[src/rtl/sha1_core.sv]
// Iterative SHA-1 compression engine: one round per clock, 80 rounds plus one
// finalize cycle per 512-bit block, with the running hash chained across blocks.
module sha1_core #(
    parameter logic [159:0] IV = 160'hC3D2E1F0_10325476_98BADCFE_EFCDAB89_67452301
) (
    input  logic         wb_clk_i,
    input  logic         reset,
    input  logic         start,
    input  logic         first,
    input  logic [511:0] message,
    output logic         busy,
    output logic         done,
    output logic [6:0]   round_idx,
    output logic [159:0] digest
);

    typedef enum logic [1:0] {
        S_IDLE  = 2'd0,
        S_ROUND = 2'd1,
        S_FINAL = 2'd2
    } state_t;

    state_t             r_state;
    state_t             w_next;

    logic [31:0]        r_a, r_b, r_c, r_d, r_e;
    logic [15:0][31:0]  r_w;
    logic [6:0]         r_round;
    logic               r_done;
    logic [159:0]       r_digest;

    logic               w_load;
    logic               w_step;
    logic               w_fin;
    logic [31:0]        w_f;
    logic [31:0]        w_k;
    logic [31:0]        w_temp;
    logic [31:0]        w_mix;
    logic [31:0]        w_wnew;
    logic [159:0]       w_seed;

    // State register
    always_ff @(posedge wb_clk_i) begin
        if (reset) r_state <= S_IDLE;
        else       r_state <= w_next;
    end

    // Next-state logic
    always_comb begin
        w_next = r_state;
        case (r_state)
            S_IDLE:  if (start) w_next = S_ROUND;
            S_ROUND: if (r_round == 7'd79) w_next = S_FINAL;
            S_FINAL: w_next = S_IDLE;
            default: w_next = S_IDLE;
        endcase
    end

    // Control strobes decoded from the current state
    always_comb begin
        w_load = 1'b0;
        w_step = 1'b0;
        w_fin  = 1'b0;
        case (r_state)
            S_IDLE:  w_load = start;
            S_ROUND: w_step = 1'b1;
            S_FINAL: w_fin  = 1'b1;
            default: ;
        endcase
    end

    // Round function and constant, selected by the 20-round group
    always_comb begin
        if (r_round < 7'd20) begin
            w_f = (r_b & r_c) | (~r_b & r_d);
            w_k = 32'h5A827999;
        end else if (r_round < 7'd40) begin
            w_f = r_b ^ r_c ^ r_d;
            w_k = 32'h6ED9EBA1;
        end else if (r_round < 7'd60) begin
            w_f = (r_b & r_c) | (r_b & r_d) | (r_c & r_d);
            w_k = 32'h8F1BBCDC;
        end else begin
            w_f = r_b ^ r_c ^ r_d;
            w_k = 32'hCA62C1D6;
        end
    end

    assign w_temp = {r_a[26:0], r_a[31:27]} + w_f + r_e + w_k + r_w[0];
    assign w_mix  = r_w[13] ^ r_w[8] ^ r_w[2] ^ r_w[0];
    assign w_wnew = {w_mix[30:0], w_mix[31]};
    assign w_seed = first ? IV : r_digest;

    // Datapath: working variables, message window, counters and digest
    always_ff @(posedge wb_clk_i) begin
        if (reset) begin
            r_a      <= '0;
            r_b      <= '0;
            r_c      <= '0;
            r_d      <= '0;
            r_e      <= '0;
            r_w      <= '0;
            r_round  <= '0;
            r_done   <= 1'b0;
            r_digest <= IV;
        end else if (w_load) begin
            r_w     <= message;
            r_a     <= w_seed[31:0];
            r_b     <= w_seed[63:32];
            r_c     <= w_seed[95:64];
            r_d     <= w_seed[127:96];
            r_e     <= w_seed[159:128];
            r_round <= '0;
            r_done  <= 1'b0;
            if (first) r_digest <= IV;
        end else if (w_step) begin
            r_a <= w_temp;
            r_b <= r_a;
            r_c <= {r_b[1:0], r_b[31:2]};
            r_d <= r_c;
            r_e <= r_d;
            r_w <= {w_wnew, r_w[15:1]};
            if (r_round != 7'd79) r_round <= r_round + 7'd1;
        end else if (w_fin) begin
            r_digest <= {r_digest[159:128] + r_e,
                         r_digest[127:96]  + r_d,
                         r_digest[95:64]   + r_c,
                         r_digest[63:32]   + r_b,
                         r_digest[31:0]    + r_a};
            r_done   <= 1'b1;
        end
    end

    assign busy      = (r_state != S_IDLE);
    assign done      = r_done;
    assign round_idx = r_round;
    assign digest    = r_digest;

endmodule

[config.mk]
export PLATFORM = sky130hd
export DESIGN_NAME = sha1_core
export DESIGN_NICKNAME = d
export VERILOG_FILES = /design/src/rtl/sha1_core.sv
export SDC_FILE = /design/constraint.sdc
export NUM_CORES = 2
export LEC_CHECK = 0
export CAP_MARGIN = 20
export CORE_ASPECT_RATIO = 0.9
export CORE_MARGIN = 1.5
export CORE_UTILIZATION = 36
export DETAILED_ROUTE_END_ITERATION = 10
export PLACE_DENSITY = 0.63
export SYNTH_ARGS = -nofsm -noshare
export SYNTH_HDL_FRONTEND = slang
export SYNTH_SLANG_ARGS = --single-unit
[constraint.sdc]
create_clock -name wb_clk_i -period 13.55 [get_ports wb_clk_i]
set_clock_uncertainty 0.05 [all_clocks]
set_input_delay 2.71 -clock wb_clk_i [delete_from_list [all_inputs] [get_ports wb_clk_i]]
set_output_delay 2.71 -clock wb_clk_i [all_outputs]
set_load 0.1 [all_outputs]
# Word level (Yosys, flattened, before mapping)

Cells that the tools add are included.

Input port bits: 516
Bits in registers: 842
Logic and storage cells: 96
Output and inout port bits: 169

Bitwise operators: 14
Multiplexer cells: 28
$lt $le $gt $ge: 3
Eq/ne operators: 7
Reductions and logical operators: 9
Add/subtract/negate cells: 10

Operator list:

| kind                | number |
|---|---|
| $mux 512            | 2 |
| $mux 160            | 4 |
| $mux 32             | 15 |
| $add 32x32->32      | 9 |
| $xor 32x32->32      | 5 |
| $and 32x32->32      | 4 |
| $or 32x32->32       | 3 |
| $not 32->32         | 1 |
| $mux 31             | 1 |
| $lt 7x6->1 const B  | 2 |
| $reduce_and 2->1    | 4 |
| $add 7x1->7 const B | 1 |
| $eq 7x7->1 const B  | 1 |
| $lt 7x5->1 const B  | 1 |
| $ne 7x7->1 const B  | 1 |
| $ne 2x2->1 const B  | 3 |
| $reduce_bool 2->1   | 3 |
| $mux 2              | 2 |
| $pmux 2 s2          | 1 |
| $mux 1              | 3 |
| $eq 2x1->1 const B  | 1 |
| $eq 2x2->1 const B  | 1 |
| $logic_not 2->1     | 1 |
| $reduce_or 2->1     | 1 |
| $not 1->1           | 1 |

# Logic depth before layout (Yosys ltp)

Word-level depth: 12
Gate-level depth with buffers: 23

# Worst setup path after synthesis

OpenSTA, ideal clock, no wires.

Path type: register to register
Start: register r_round[3] (netlist: round_idx[3])
End: register r_a[27]
Path buffers: 2
Stages on the path, launching flop included: 24
Data arrival time: 6.282 ns
Path slack: 7.105 ns
Setup time: 0.112 ns
Required time: 13.388 ns
Cells stage by stage: dfxtp_1 -> a41oi_1 -> nand2_1 -> inv_1 -> nor2_1 -> clkbuf_1 -> clkbuf_1 -> a221oi_1 -> fa_1 -> fa_1 -> inv_1 -> ha_1 -> inv_1 -> fa_1 -> nand2b_1 -> a21oi_1 -> o211a_1 -> o21a_1 -> o211ai_2 -> a31o_2 -> o2111ai_2 -> a21o_1 -> xnor2_1 -> a2111oi_1

Word-level cells in the longest chain between the ends: 10
Elaborated cells between the ends (all ways): 15

RTL lines:

| element                          | line | RTL |
|---|---|---|
| from (decl)                      | 28   | `logic [6:0] r_round;` |
| from (signal assigned)           | 123  | `if (r_round != 7'd79) r_round <= r_round + 7'd1;` |
| $lt 7x6->1                       | 80   | `end else if (r_round < 7'd60) begin` |
| $mux 32                          | 80   |  |
| $mux 32                          | 77   | `end else if (r_round < 7'd40) begin` |
| $mux 32                          | 74   | `if (r_round < 7'd20) begin` |
| $add 32x32->32 (2 in series)     | 89   | `assign w_temp = {r_a[26:0], r_a[31:27]} + w_f + r_e + w_k + r_w[0];` |
| $add 32x32->32 (*) (2 in series) | 89   |  |
| $mux 32 (*)                      | 116  | `end else if (w_step) begin` |
| $mux 32 (*)                      | 106  | `end else if (w_load) begin` |
| to (signal assigned)             | 108  | `r_a <= w_seed[31:0];` |
| to (signal assigned)             | 117  | `r_a <= w_temp;` |
| to (decl)                        | 26   | `logic [31:0] r_a, r_b, r_c, r_d, r_e;` |

Mark *: on every way between the ends. The rest lies on a longest branch, timed or not. The select of a mux whose other input is x is not followed.
A chain may end at the register's enable or synchronous reset.

# Worst setup path in the final report

Start: register r_round[4] (netlist: round_idx[4])
End: register r_a[29]

The elaborated chain is that of the path after synthesis.

==> impl_metrics.json <==
{
  "setup_viol": 0,
  "final_common_cell": "nand2_1",
  "cp_max_fo": 20,
  "regArea_sq_um": 16900,
  "power_w": 0.00907,
  "reg2reg_depth": 20,
  "track_usage_pct": 30.2,
  "cts.clk_slew.worst_paths_ns": 0.06,
  "seq_area_frac_synth_pct": 35.9,
  "wl_um": 208000,
  "htree_levels": 3,
  "slew_headroom_pct": 2.34,
  "cts_tree": "yes",
  "start_kind": "flip-flop",
  "routedWlPerCell_um": 26.0,
  "gr-usage-met1_pct": 38.6,
  "syn2layout_area_growth_pct": 24.3,
  "met3_usage_pct": 5.86,
  "post_cts_buffers": 0,
  "final_cell_mix": "1042 x nand2_1, 842 x dfxtp_1, 682 x clkdlybuf4s50_1",
  "yosysWarnings": 0,
  "fillers": 12931,
  "portBuffers": 684,
  "core_sq_um": 129000,
  "outcome": "finished, violations left",
  "viasPerCell": 5.76,
  "max_clock_freq_mhz": 146,
  "r2r-start": "round_idx[4]",
  "powerDensity_nw_per_um2": 156,
  "syn_area_per_cell_sq_um": 8.14,
  "syn_area_sq_um": 46900,
  "root_buffer": "clkbuf_16",
  "first_pass_iters": 11,
  "gr-total-overflow": 0,
  "fin_setup_tns_ns": 0,
  "final_max_slew_viol_count": 0,
  "cts.hold.buffers_added": 0,
  "synthFlopType": "dfxtp_1",
  "grt_pass1_vias": 42456,
  "cts_resized": 0,
  "antenna_found_initial": 47,
  "synth_cell_type_count": 95,
  "clock-sinks": 842,
  "drcViolationCount": 36,
  "leakagePower_nw": 21.9,
  "r2r_setup_slack_ns": 6.70,
  "drive_gt1_share_pct": 4.39,
  "synth-seq-cells": 842,
  "crit_type": "flip-flop to flip-flop",
  "tightest_slew_ns": 1.46,
  "dpl.hpwl_um": 155000,
  "violations": "DRC",
  "fin_nets": 7014,
  "vias": 46086,
  "die_w_um": 383,
  "grt_max_degree": 235,
  "cp-endpoint": "r_a[29]",
  "syn-instance-count": 5764,
  "hold_class": "flip-flop to flip-flop",
  "clock_latency_ns": 0.74,
  "synth_edf_count": 0,
  "grt_pass1_wl_um": 297000,
  "finalHoldViolations": 0,
  "syn-num-nets": 6599,
  "drt_iter0_drc": 5119,
  "rr_endpoint": "r_a[29]",
  "start_util_pct": 36.3,
  "io_pins": 685,
  "rsz0062_at_grt": "no",
  "ant_nets": 0,
  "cap_violations": 0,
  "gr-usage-met2_pct": 48.8,
  "gp_congestion": 0.979,
  "die_y_um": 345,
  "period_needed_ns": 6.85,
  "multi_input_area_sq_um": 27700,
  "crit_start": "round_idx[4]",
  "cp.required_ns": 14.17,
  "dp_cells": 7795,
  "clock_path_buffers": 3,
  "rows": 125,
  "finalCritPeriodShare_pct": 50.6,
  "cts_inserted_buffers": 96,
  "end_kind": "flip-flop",
  "die_area_sq_um": 132000,
  "layout.cells.non_filler": 8003,
  "gr-max-usage-layer": "met2",
  "vdd_drop_max_uv": 100,
  "worstPathArrival_ns": 7.47,
  "async_flop_share_pct": 0
}
-- through the flow --
step,utilization [%],area [sq um],setup slack (ns),hold slack [ns]
floorplan,-,46900,7.11,0.386
global placement,42.5,54900,6.69,0.391
detailed placement,42.5,54900,6.69,0.396
CTS,45.1,58200,6.72,0.404
global route,45.1,58300,6.05,0.415
finish,45.1,58300,6.70,0.404
-- worst min path at each step --
stage,start,end,slack [ns],cells past startpoint
after floorplan,r_w[100],r_w[100],0.39,2
after global placement,r_w[61],r_w[61],0.39,2
after detailed placement,r_w[213],r_w[213],0.40,2
after CTS,r_w[111],r_w[111],0.40,2
after global routing,r_w[41],r_w[41],0.42,2
final,r_w[33],r_w[33],0.40,2
-- cell usage after synthesis (8+ instances only) --
| master | number | area [sq um] |
|---|---|---|
| nand2_1 | 1044 | 3920 |
| mux2i_1 | 30 | 300 |
| xor2_1 | 58 | 508 |
| nor2_1 | 466 | 1750 |
| and3_1 | 22 | 138 |
| o21ai_0 | 118 | 591 |
| nand4_1 | 17 | 106 |
| o31ai_1 | 8 | 60.1 |
| a21o_1 | 92 | 691 |
| o211ai_1 | 13 | 97.6 |
| a31oi_1 | 29 | 181 |
| o21a_1 | 21 | 158 |
| fa_1 | 125 | 2500 |
| and2_1 | 14 | 87.6 |
| ha_1 | 194 | 2430 |
| or3_1 | 16 | 100 |
| mux2_2 | 8 | 90.1 |
| nor2b_1 | 22 | 138 |
| nand3_1 | 45 | 225 |
| a21boi_0 | 8 | 60.1 |
| inv_1 | 217 | 815 |
| a311oi_1 | 287 | 2510 |
| a22oi_1 | 371 | 2790 |
| buf_1 | 26 | 97.6 |
| o21bai_1 | 22 | 165 |
| a21oi_1 | 623 | 3120 |
| a211oi_1 | 50 | 375 |
| dfxtp_1 | 842 | 16900 |
| nor3_1 | 99 | 495 |
| nand2b_1 | 79 | 494 |
| o21ai_1 | 8 | 40.0 |
| clkbuf_1 | 392 | 1470 |
| or2_2 | 8 | 50.1 |
| xnor2_1 | 189 | 1660 |
| a221o_1 | 16 | 160 |
| o22ai_1 | 55 | 344 |
-- report_power, final --
part	switching (W)	total [W]	internal [W]	leakage, nW
combinational	0.00194	0.00317	0.00123	13.4
clock	0.00117	0.00279	0.00161	1.64
sequential	0.000405	0.00311	0.00271	6.93
total	0.00352	0.00907	0.00556	21.9
-- routing by layer --
metal,up-vias,part of all wire [%]
li1,21409,-
met1,22247,40
met2,1977,47
met3,419,8.0
met4,34,5.0
met5,-,0.11
-- flip-flops by register name (all words and copies together) (netlist names), 7 cells and up --
signal and count:
r_w 512, r_d 32, digest 160, round_idx 7, r_a 32, r_c 32, r_b 32, r_e 32
-- worst max-delay path, stage by stage (launching register included) --
cell       delay [ns]
dfxtp_1          0.45
a41oi_1          0.16
buf_4            0.21
nand2_1          0.58
inv_1            0.56
nor2_1           0.42
buf_4            0.31
inv_1            0.31
nor2_1           0.19
nor2_1           0.08
fa_1             0.58
fa_1             0.44
ha_1             0.37
a2111oi_0        0.42
o21ai_0          0.18
a31oi_1          0.24
a31o_2           0.24
o2111ai_2        0.19
a21o_1           0.25
a2111o_1         0.40
a31oi_1          0.15
-- area by class of cell --
type                       count  share of cell area [%]
clock buffer                 142                    4.87
clock inverter                36                   0.897
inverter                     217                    1.40
timing repair buffer         739                    12.6
tap                         1714                    3.68
sequential                   842                    28.9
antenna                       30                   0.129
multi-input combinational   4283                    47.5
-- cell families after synthesis --
family                     synth area share [%]
adders and majority gates                  10.5
DFF                                        35.9
muxes                                     0.832
buffers and inverters                      5.13
xor gates and xnor gates                   4.61
and+or+nand+nor                            16.6
AOI/OAI and AO/OA                          26.4
No activity file was read; power rests on OpenSTA's default activity.
